### src/rtl/exe_stage.sv
// Execute stage: operand forwarding muxes, ALU with NZCV generation, branch target
// adder, architectural status register and the EXE/MEM pipeline register.
module exe_stage #(
    parameter int unsigned WIDTH = 32
) (
    input  logic             clk,
    input  logic             rst,
    input  logic             freeze,
    input  logic [3:0]       EXE_CMD,
    input  logic             WB_EN,
    input  logic             MEM_R_EN,
    input  logic             MEM_W_EN,
    input  logic             S,
    input  logic             B,
    input  logic             I,
    input  logic [WIDTH-1:0] PC,
    input  logic [WIDTH-1:0] Val_Rn,
    input  logic [WIDTH-1:0] Val_Rm,
    input  logic [WIDTH-1:0] Imm32,
    input  logic [23:0]      Signed_imm_24,
    input  logic [3:0]       Dest,
    input  logic [1:0]       Sel_src1,
    input  logic [1:0]       Sel_src2,
    input  logic [WIDTH-1:0] MEM_fwd_val,
    input  logic [WIDTH-1:0] WB_fwd_val,
    output logic             Br_taken,
    output logic [WIDTH-1:0] Br_addr,
    output logic [3:0]       SR,
    output logic             EM_WB_EN,
    output logic             EM_MEM_R_EN,
    output logic             EM_MEM_W_EN,
    output logic [WIDTH-1:0] EM_ALU_Res,
    output logic [WIDTH-1:0] EM_Val_Rm,
    output logic [3:0]       EM_Dest
);

    localparam int unsigned OFF_W = 24;
    localparam int unsigned EXT_W = WIDTH - OFF_W - 2;

    localparam logic [3:0] CMD_MOV = 4'b0001;
    localparam logic [3:0] CMD_MVN = 4'b1001;
    localparam logic [3:0] CMD_ADD = 4'b0010;
    localparam logic [3:0] CMD_ADC = 4'b0011;
    localparam logic [3:0] CMD_SUB = 4'b0100;
    localparam logic [3:0] CMD_SBC = 4'b0101;
    localparam logic [3:0] CMD_AND = 4'b0110;
    localparam logic [3:0] CMD_ORR = 4'b0111;
    localparam logic [3:0] CMD_EOR = 4'b1000;

    logic [WIDTH-1:0] op1;
    logic [WIDTH-1:0] rm_fwd;
    logic [WIDTH-1:0] op2;
    logic [WIDTH:0]   sum;
    logic [WIDTH-1:0] alu_res;
    logic             flag_c;
    logic             flag_v;
    logic             cmd_valid;
    logic             cin;

    assign cin = SR[1];

    // Forwarding selects; code 3 falls back to the ID/EXE value
    always_comb begin
        unique case (Sel_src1)
            2'd1:    op1 = MEM_fwd_val;
            2'd2:    op1 = WB_fwd_val;
            default: op1 = Val_Rn;
        endcase
        unique case (Sel_src2)
            2'd1:    rm_fwd = MEM_fwd_val;
            2'd2:    rm_fwd = WB_fwd_val;
            default: rm_fwd = Val_Rm;
        endcase
    end

    assign op2 = I ? Imm32 : rm_fwd;

    // Subtracts are op1 + ~op2 + carry so bit WIDTH of the sum is NOT borrow
    always_comb begin
        sum       = '0;
        alu_res   = '0;
        flag_c    = SR[1];
        flag_v    = SR[0];
        cmd_valid = 1'b1;
        case (EXE_CMD)
            CMD_MOV: alu_res = op2;
            CMD_MVN: alu_res = ~op2;
            CMD_AND: alu_res = op1 & op2;
            CMD_ORR: alu_res = op1 | op2;
            CMD_EOR: alu_res = op1 ^ op2;
            CMD_ADD, CMD_ADC: begin
                sum = {1'b0, op1} + {1'b0, op2}
                    + (WIDTH+1)'((EXE_CMD == CMD_ADC) ? cin : 1'b0);
                alu_res = sum[WIDTH-1:0];
                flag_c  = sum[WIDTH];
                flag_v  = (op1[WIDTH-1] == op2[WIDTH-1]) && (sum[WIDTH-1] != op1[WIDTH-1]);
            end
            CMD_SUB, CMD_SBC: begin
                sum = {1'b0, op1} + {1'b0, ~op2}
                    + (WIDTH+1)'((EXE_CMD == CMD_SBC) ? cin : 1'b1);
                alu_res = sum[WIDTH-1:0];
                flag_c  = sum[WIDTH];
                flag_v  = (op1[WIDTH-1] != op2[WIDTH-1]) && (sum[WIDTH-1] != op1[WIDTH-1]);
            end
            default: cmd_valid = 1'b0;
        endcase
    end

    assign Br_taken = B;
    assign Br_addr  = PC + {{EXT_W{Signed_imm_24[OFF_W-1]}}, Signed_imm_24, 2'b00};

    // Status register: only valid ALU commands with S set commit flags
    always_ff @(posedge clk) begin
        if (rst) begin
            SR <= 4'b0000;
        end else if (!freeze && S && cmd_valid) begin
            SR <= {alu_res[WIDTH-1], (alu_res == '0), flag_c, flag_v};
        end
    end

    // EXE/MEM pipeline register
    always_ff @(posedge clk) begin
        if (rst) begin
            EM_WB_EN    <= 1'b0;
            EM_MEM_R_EN <= 1'b0;
            EM_MEM_W_EN <= 1'b0;
            EM_ALU_Res  <= '0;
            EM_Val_Rm   <= '0;
            EM_Dest     <= '0;
        end else if (!freeze) begin
            EM_WB_EN    <= WB_EN;
            EM_MEM_R_EN <= MEM_R_EN;
            EM_MEM_W_EN <= MEM_W_EN;
            EM_ALU_Res  <= alu_res;
            EM_Val_Rm   <= rm_fwd;
            EM_Dest     <= Dest;
        end
    end

endmodule

### config.mk
export PLATFORM = sky130hd
export DESIGN_NAME = exe_stage
export DESIGN_NICKNAME = d
export VERILOG_FILES = /design/src/rtl/exe_stage.sv
export SDC_FILE = /design/constraint.sdc
export NUM_CORES = 1
export LEC_CHECK = 0
export CAP_MARGIN = 20
export CORE_AREA = 2 2 169 171
export DETAILED_ROUTE_END_ITERATION = 7
export DIE_AREA = 0 0 171 173
export PLACE_DENSITY_LB_ADDON = 0.05
export SLEW_MARGIN = 20
export SYNTH_ARGS = -nofsm -noshare
export SYNTH_HDL_FRONTEND = slang
export SYNTH_SLANG_ARGS = --single-unit
### constraint.sdc
create_clock -name clk -period 15 [get_ports clk]
set_input_delay 3 -clock clk [delete_from_list [all_inputs] [get_ports clk]]
set_output_delay 3 -clock clk [all_outputs]
set_load 0.02 [all_outputs]
## Word-level counts from Yosys, hierarchy flattened

Index checks and enable logic that the tools add are counted.
W data, S select, Z words.

- Bits in registers: 75
- Input port bits: 237

- $add $sub $neg: 5
- Eq/ne operators: 17
- Muxes and demuxes: 9
- Bitwise gates (word level): 4
- Reduce and logical (&&, ||, !) cells: 11

Operators by type and width:

| cell | number |
|---|---|
| $pmux W32 S7 | 1 |
| $pmux W32 S2 | 2 |
| $add A32 B32 Y33 | 2 |
| $add A33 B1 Y33 | 2 |
| $add A32 B32 Y32 | 1 |
| $and A32 B32 Y32 | 1 |
| $logic_not A32 Y1 | 1 |
| $mux W32 | 1 |
| $not A32 Y32 | 1 |
| $or A32 B32 Y32 | 1 |
| $xor A32 B32 Y32 | 1 |
| $eq A4 B3 Y1 const B | 4 |
| $reduce_or A9 Y1 | 1 |
| $eq A4 B2 Y1 const B | 2 |
| $eq A4 B4 Y1 const B | 2 |
| $eq A2 B1 Y1 const B | 2 |
| $eq A2 B2 Y1 const B | 2 |
| $eq A4 B1 Y1 const B | 1 |
| $logic_and A1 B1 Y1 | 4 |
| $pmux W1 S2 | 2 |
| $reduce_or A2 Y1 | 2 |
| $mux W1 | 3 |
| $ne A1 B1 Y1 | 3 |
| $reduce_and A2 Y1 | 1 |
| other kinds (3) | 3 |

## Logic depth before layout (Yosys ltp)

- Word-level depth: 9
- Gate-level depth with buffers: 22

## Worst setup path before layout

OpenSTA, ideal clock, no wires.

- Path kind: input to output
- Start point: in PC[2]
- End point: out Br_addr[30]
- Data arrival time: 6.001 ns
- Data required time: 12.000 ns
- Setup slack: 5.999 ns
- Stages on the path: 14
- Buffers on the path: 0
- Cells stage by stage: ha_1 -> inv_1 -> fa_1 -> nor2b_1 -> o21ai_0 -> a21boi_0 -> o21ai_1 -> a211oi_1 -> o41ai_1 -> or4_1 -> a311oi_1 -> a21o_1 -> a21oi_1 -> xnor2_1

- Word-level cells in the longest chain between the ends: 1

Ends and longest elaborated chain:

| element | RTL line | text |
|---|---|---|
| from (decl) | 16 | `input logic [WIDTH-1:0] PC,` |
| $add A32 B32 Y32 | 110 | `assign Br_addr = PC + {{EXT_W{Signed_imm_24[OFF_W-1]}}, Signed_imm_24, 2'b00};` |
| to (decl) | 27 | `output logic [WIDTH-1:0] Br_addr,` |

Every way passes these cells.

## Final worst setup path

Same ends and word-level chain as after synthesis.

==> results.cfg <==
[detailed_routing]
avgViaCountPerCell = 6.212
drt-met1-wl_mm = 22.36
met2RoutedLength_mm = 24.38
ant_nets = 0
highest-signal-layer = met4
drc = 0
first_pass_iteration_count_of_the_detailed_router = 6
drt_iter0_markers = 1284
routed-via-count = 14950
detail_route.wirelength_mm = 53.95
met3_length_mm = 4.496
drt-wirelength-per-cell_microns = 22.41

[logic_synthesis]
synthesis.instances = 1768
yosys.area_share.simple_pct = 21.48
multiplexer_area_fraction_after_synthesis_pct = 4.262
synth_seq_cells = 75
synth_top_cells_by_area = sky130_fd_sc_hd__ha_1 14%, sky130_fd_sc_hd__dfxtp_1 12%, sky130_fd_sc_hd__a21oi_1 5.5%
synth-seq-area-share_pct = 12.15
avgSynthCellArea_sq_um = 6.991
synthDominantAreaCellType = sky130_fd_sc_hd__ha_1
ys_dominant_reg_cell = sky130_fd_sc_hd__dfxtp_1
synthAdderAreaFrac_pct = 14.78
largest_family_of_logic_cells_by_synthesized_area = compound AO/OA/AOI/OAI gates
mapped_nets = 2148
synth-edff-count = 0
netlist.area_leader.share_pct = 13.97
synth-compound-area-share_pct = 35.58
postSynth.asyncResetShare_pct = 0
synth_cell_type_count = 85
synthXorXnorAreaFrac_pct = 3.756
synth_warnings = 0
netlist_area_sq_um = 12360

[finish]
multiInputGateArea_sq_um = 9902
total_number_of_nets_in_the_final_design = 2403
drive_gt1_share_pct = 3.846
register_area_sq_um = 1501
nFillCells = 2732
syn2layout_area_growth_pct = 31.35

[worst_setup_path]
cp_cell_sequence = clkdlybuf4s50_1, ha_1, inv_1, fa_1, nor2b_1, o21ai_0, a21boi_0, o21ai_1, a211oi_1, o41ai_1, or4_1, a311oi_1, a21o_1, a21oi_1, xnor2_1, clkdlybuf4s50_1
endpoint_kind_of_the_worst_setup_timing_path = output pin
arrival_ps = 7190
max_stage_delay_ps = 610
slowest_stage = sky130_fd_sc_hd__clkdlybuf4s50_1
critical_path_start_type = primary input
crit_path_frequent_cell = sky130_fd_sc_hd__clkdlybuf4s50_1
path_class = primary input to output pin
path_max_fanout = 4
reg2reg_setup_slack_ps = 10110
critPathBufInv = 3
critical_path_required_ps = 12000
critPathTopFamily = compound AO/OA/AOI/OAI gates

[clock_network]
path_clk_slew_ps = 70
cts_repair_resize_count = 0
tritoncts = built
cts-root-to-sink-buffers = 2
root_buffer_cell = sky130_fd_sc_hd__clkbuf_16
clk_latency_ps = 350
holdBufCountCts = 0
cts_sinks = 75
tritoncts.num_buffers = 9
cts_setup_buffers = 0
h-tree-depth = 3

[power_and_ir_drop]
power_density_nw_per_um2 = 82.17
worst_ir_drop_vdd_mv = 0.05586
static-leakage-power_uw = 0.006777
report.power.total_uw = 1334

[timing]
final_min_period_over_clock_period_pct = 67.93
grt_setup_unrepaired = false
finalHoldViolCount = 0
worst_slew_margin_rel_pct = 19.69
final.setup_skew_ps = 8.566
finalSetupTns_ps = 0
final.hold.worst_slack_ps = 463.5
period_minus_slack_ps = 10190
achievable-frequency_mhz = 98.14
setup_violations = 0
maxSlewViolCount = 0
postLayoutSetupSlackWorst_ps = 4811
worst-slew-pin-transition_ps = 1194

[global_route]
via_count_of_the_first_global_routing_pass = 14040
wire_length_of_the_first_global_routing_pass_mm = 80.92
grt_overflow_total = 0
grt_use_total_pct = 35.04
grt_max_degree = 65
grt_antenna_before_repair = 1

[die]
die_width_microns = 171
fp.dieArea_sq_um = 29580
fp.coreArea_sq_um = 27630
dieHeight_microns = 173
io-pin-count = 345
floorplan.initialDensity_pct = 44.73
placementRows = 61

[placed_design]
gp_congestion = 0.9830
placement.io_buffers = 338
place_hpwl_mm = 42.43
place_ws_ps = 4809

[job]
drv.max_cap_violation_count = 0

[outcome]
outcome = finished, final reports clean

[hold_path]
min-delay-path-class = flip-flop to flip-flop
==> cell type report <==
class	instances	area share [%]
multi-input combinational	1442	60.99
timing repair buffer	358	21.66
sequential	75	9.249
inverter	137	3.168
tap	378	2.913
clock buffer	10	1.410
clock inverter	6	0.5934
antenna	1	0.01541
==> synth_stat cells (23+ instances only) <==
| master | n |
|---|---|
| sky130_fd_sc_hd__nor2b_1 | 30 |
| sky130_fd_sc_hd__xnor2_1 | 37 |
| sky130_fd_sc_hd__buf_2 | 24 |
| sky130_fd_sc_hd__ha_1 | 138 |
| sky130_fd_sc_hd__a21o_1 | 31 |
| sky130_fd_sc_hd__o31ai_1 | 45 |
| sky130_fd_sc_hd__nor2_1 | 166 |
| sky130_fd_sc_hd__a221oi_1 | 25 |
| sky130_fd_sc_hd__a22oi_1 | 42 |
| sky130_fd_sc_hd__inv_1 | 135 |
| sky130_fd_sc_hd__mux2i_1 | 47 |
| sky130_fd_sc_hd__o21a_1 | 23 |
| sky130_fd_sc_hd__nand2_1 | 169 |
| sky130_fd_sc_hd__a21oi_1 | 137 |
| sky130_fd_sc_hd__o211ai_1 | 31 |
| sky130_fd_sc_hd__a211oi_1 | 29 |
| sky130_fd_sc_hd__dfxtp_1 | 75 |
| sky130_fd_sc_hd__nor3_1 | 40 |
| sky130_fd_sc_hd__clkbuf_1 | 72 |
| sky130_fd_sc_hd__o21ai_0 | 112 |
| sky130_fd_sc_hd__nand3_1 | 32 |
==> layer usage <==
layer	track usage (%)	up-vias
met1	45.08	7028
met2	56.75	790
met3	5.791	127
met4	16.56	0
met5	0	-
li1	-	7007
==> through the flow <==
step	cells	utilization [%]	cell area (sq um)
finish	2407	58.76	16230
detailed placement	2390	57.57	15910
global route	2407	58.76	16230
CTS	2406	58.75	16230
floorplan	1768	-	12360
global placement	2390	57.57	15910
==> sequential cells by signal, summed over array words and instances, names as in the netlist <==
signal       count
SR               4
EM_MEM_R_EN      1
EM_MEM_W_EN      1
EM_Dest          4
EM_ALU_Res      32
EM_Val_Rm       32
EM_WB_EN         1
==> path summary, 6_finish.rpt <==
| path | from | end | depth (start not counted) |
|---|---|---|---|
| setup / recovery | PC[2] | Br_addr[30] | 16 |
| hold / removal | SR[2] | SR[2] | 2 |
| setup reg to reg | SR[1] | SR[2] | 14 |
| hold reg to reg | SR[2] | SR[2] | 2 |
==> power by group <==
| group | total, uW | switching, uW | internal, uW |
|---|---|---|---|
| logic | 858 | 518 | 340 |
| registers | 226 | 9.83 | 216 |
| clock network | 250 | 101 | 148 |
==> cells in the final DEF (no fill, tap or decap), types with 7 or more instances in the layout <==
master                            synthesis  layout
sky130_fd_sc_hd__a22oi_1                 42      42
sky130_fd_sc_hd__nand2b_1                16      16
sky130_fd_sc_hd__o211a_1                 11      11
sky130_fd_sc_hd__a221oi_1                25      25
sky130_fd_sc_hd__a221o_1                 22      22
sky130_fd_sc_hd__inv_1                  135     135
sky130_fd_sc_hd__nand4_1                 12      12
sky130_fd_sc_hd__clkdlybuf4s50_1          0     334
sky130_fd_sc_hd__nor2b_1                 30      30
sky130_fd_sc_hd__o311ai_0                 7       7
sky130_fd_sc_hd__dfxtp_1                 75      75
sky130_fd_sc_hd__xnor2_1                 37      37
sky130_fd_sc_hd__buf_4                    4      21
sky130_fd_sc_hd__ha_1                   138     137
sky130_fd_sc_hd__o211ai_1                31      31
sky130_fd_sc_hd__o31ai_1                 45      45
sky130_fd_sc_hd__a211oi_1                29      29
sky130_fd_sc_hd__xor2_1                  16      16
sky130_fd_sc_hd__and2_1                  17      17
sky130_fd_sc_hd__nand3_1                 32      32
sky130_fd_sc_hd__or2_2                    7       7
sky130_fd_sc_hd__nor2_1                 166     166
sky130_fd_sc_hd__mux2i_1                 47      47
sky130_fd_sc_hd__o21a_1                  23      23
sky130_fd_sc_hd__o21ai_0                112     112
sky130_fd_sc_hd__and3_1                  11      11
sky130_fd_sc_hd__o21bai_1                 9       9
sky130_fd_sc_hd__or3_1                    8       8
sky130_fd_sc_hd__a2111oi_0                8       7
sky130_fd_sc_hd__o22ai_1                  8       8
sky130_fd_sc_hd__nor4_1                  16      16
sky130_fd_sc_hd__clkbuf_16                0       9
sky130_fd_sc_hd__a21o_1                  31      31
sky130_fd_sc_hd__nand2_1                169     169
sky130_fd_sc_hd__a31oi_1                 17      17
sky130_fd_sc_hd__or4_1                    9       9
sky130_fd_sc_hd__nor3_1                  40      40
sky130_fd_sc_hd__a21oi_1                137     137
==> tightest hold or removal path: stages (launching register included) <==
cell                      delay, ps
sky130_fd_sc_hd__dfxtp_1        310
sky130_fd_sc_hd__nand3_1         60
sky130_fd_sc_hd__o21ai_1         50
==> cell families (layout without fill, tap and decap cells) <==
| kind of cell | count (synthesis) | count (layout) |
|---|---|---|
| adder cells (fa/ha/maj) | 143 | 143 |
| XOR/XNOR | 53 | 53 |
| multiplexers | 52 | 52 |
| AND/OR/NAND/NOR | 561 | 561 |
| buffers and inverters | 251 | 511 |
| flip-flops | 75 | 75 |
| AO/OA/AOI/OAI | 633 | 633 |
| other | 0 | 1 |
(Power assumes the default switching activity.)
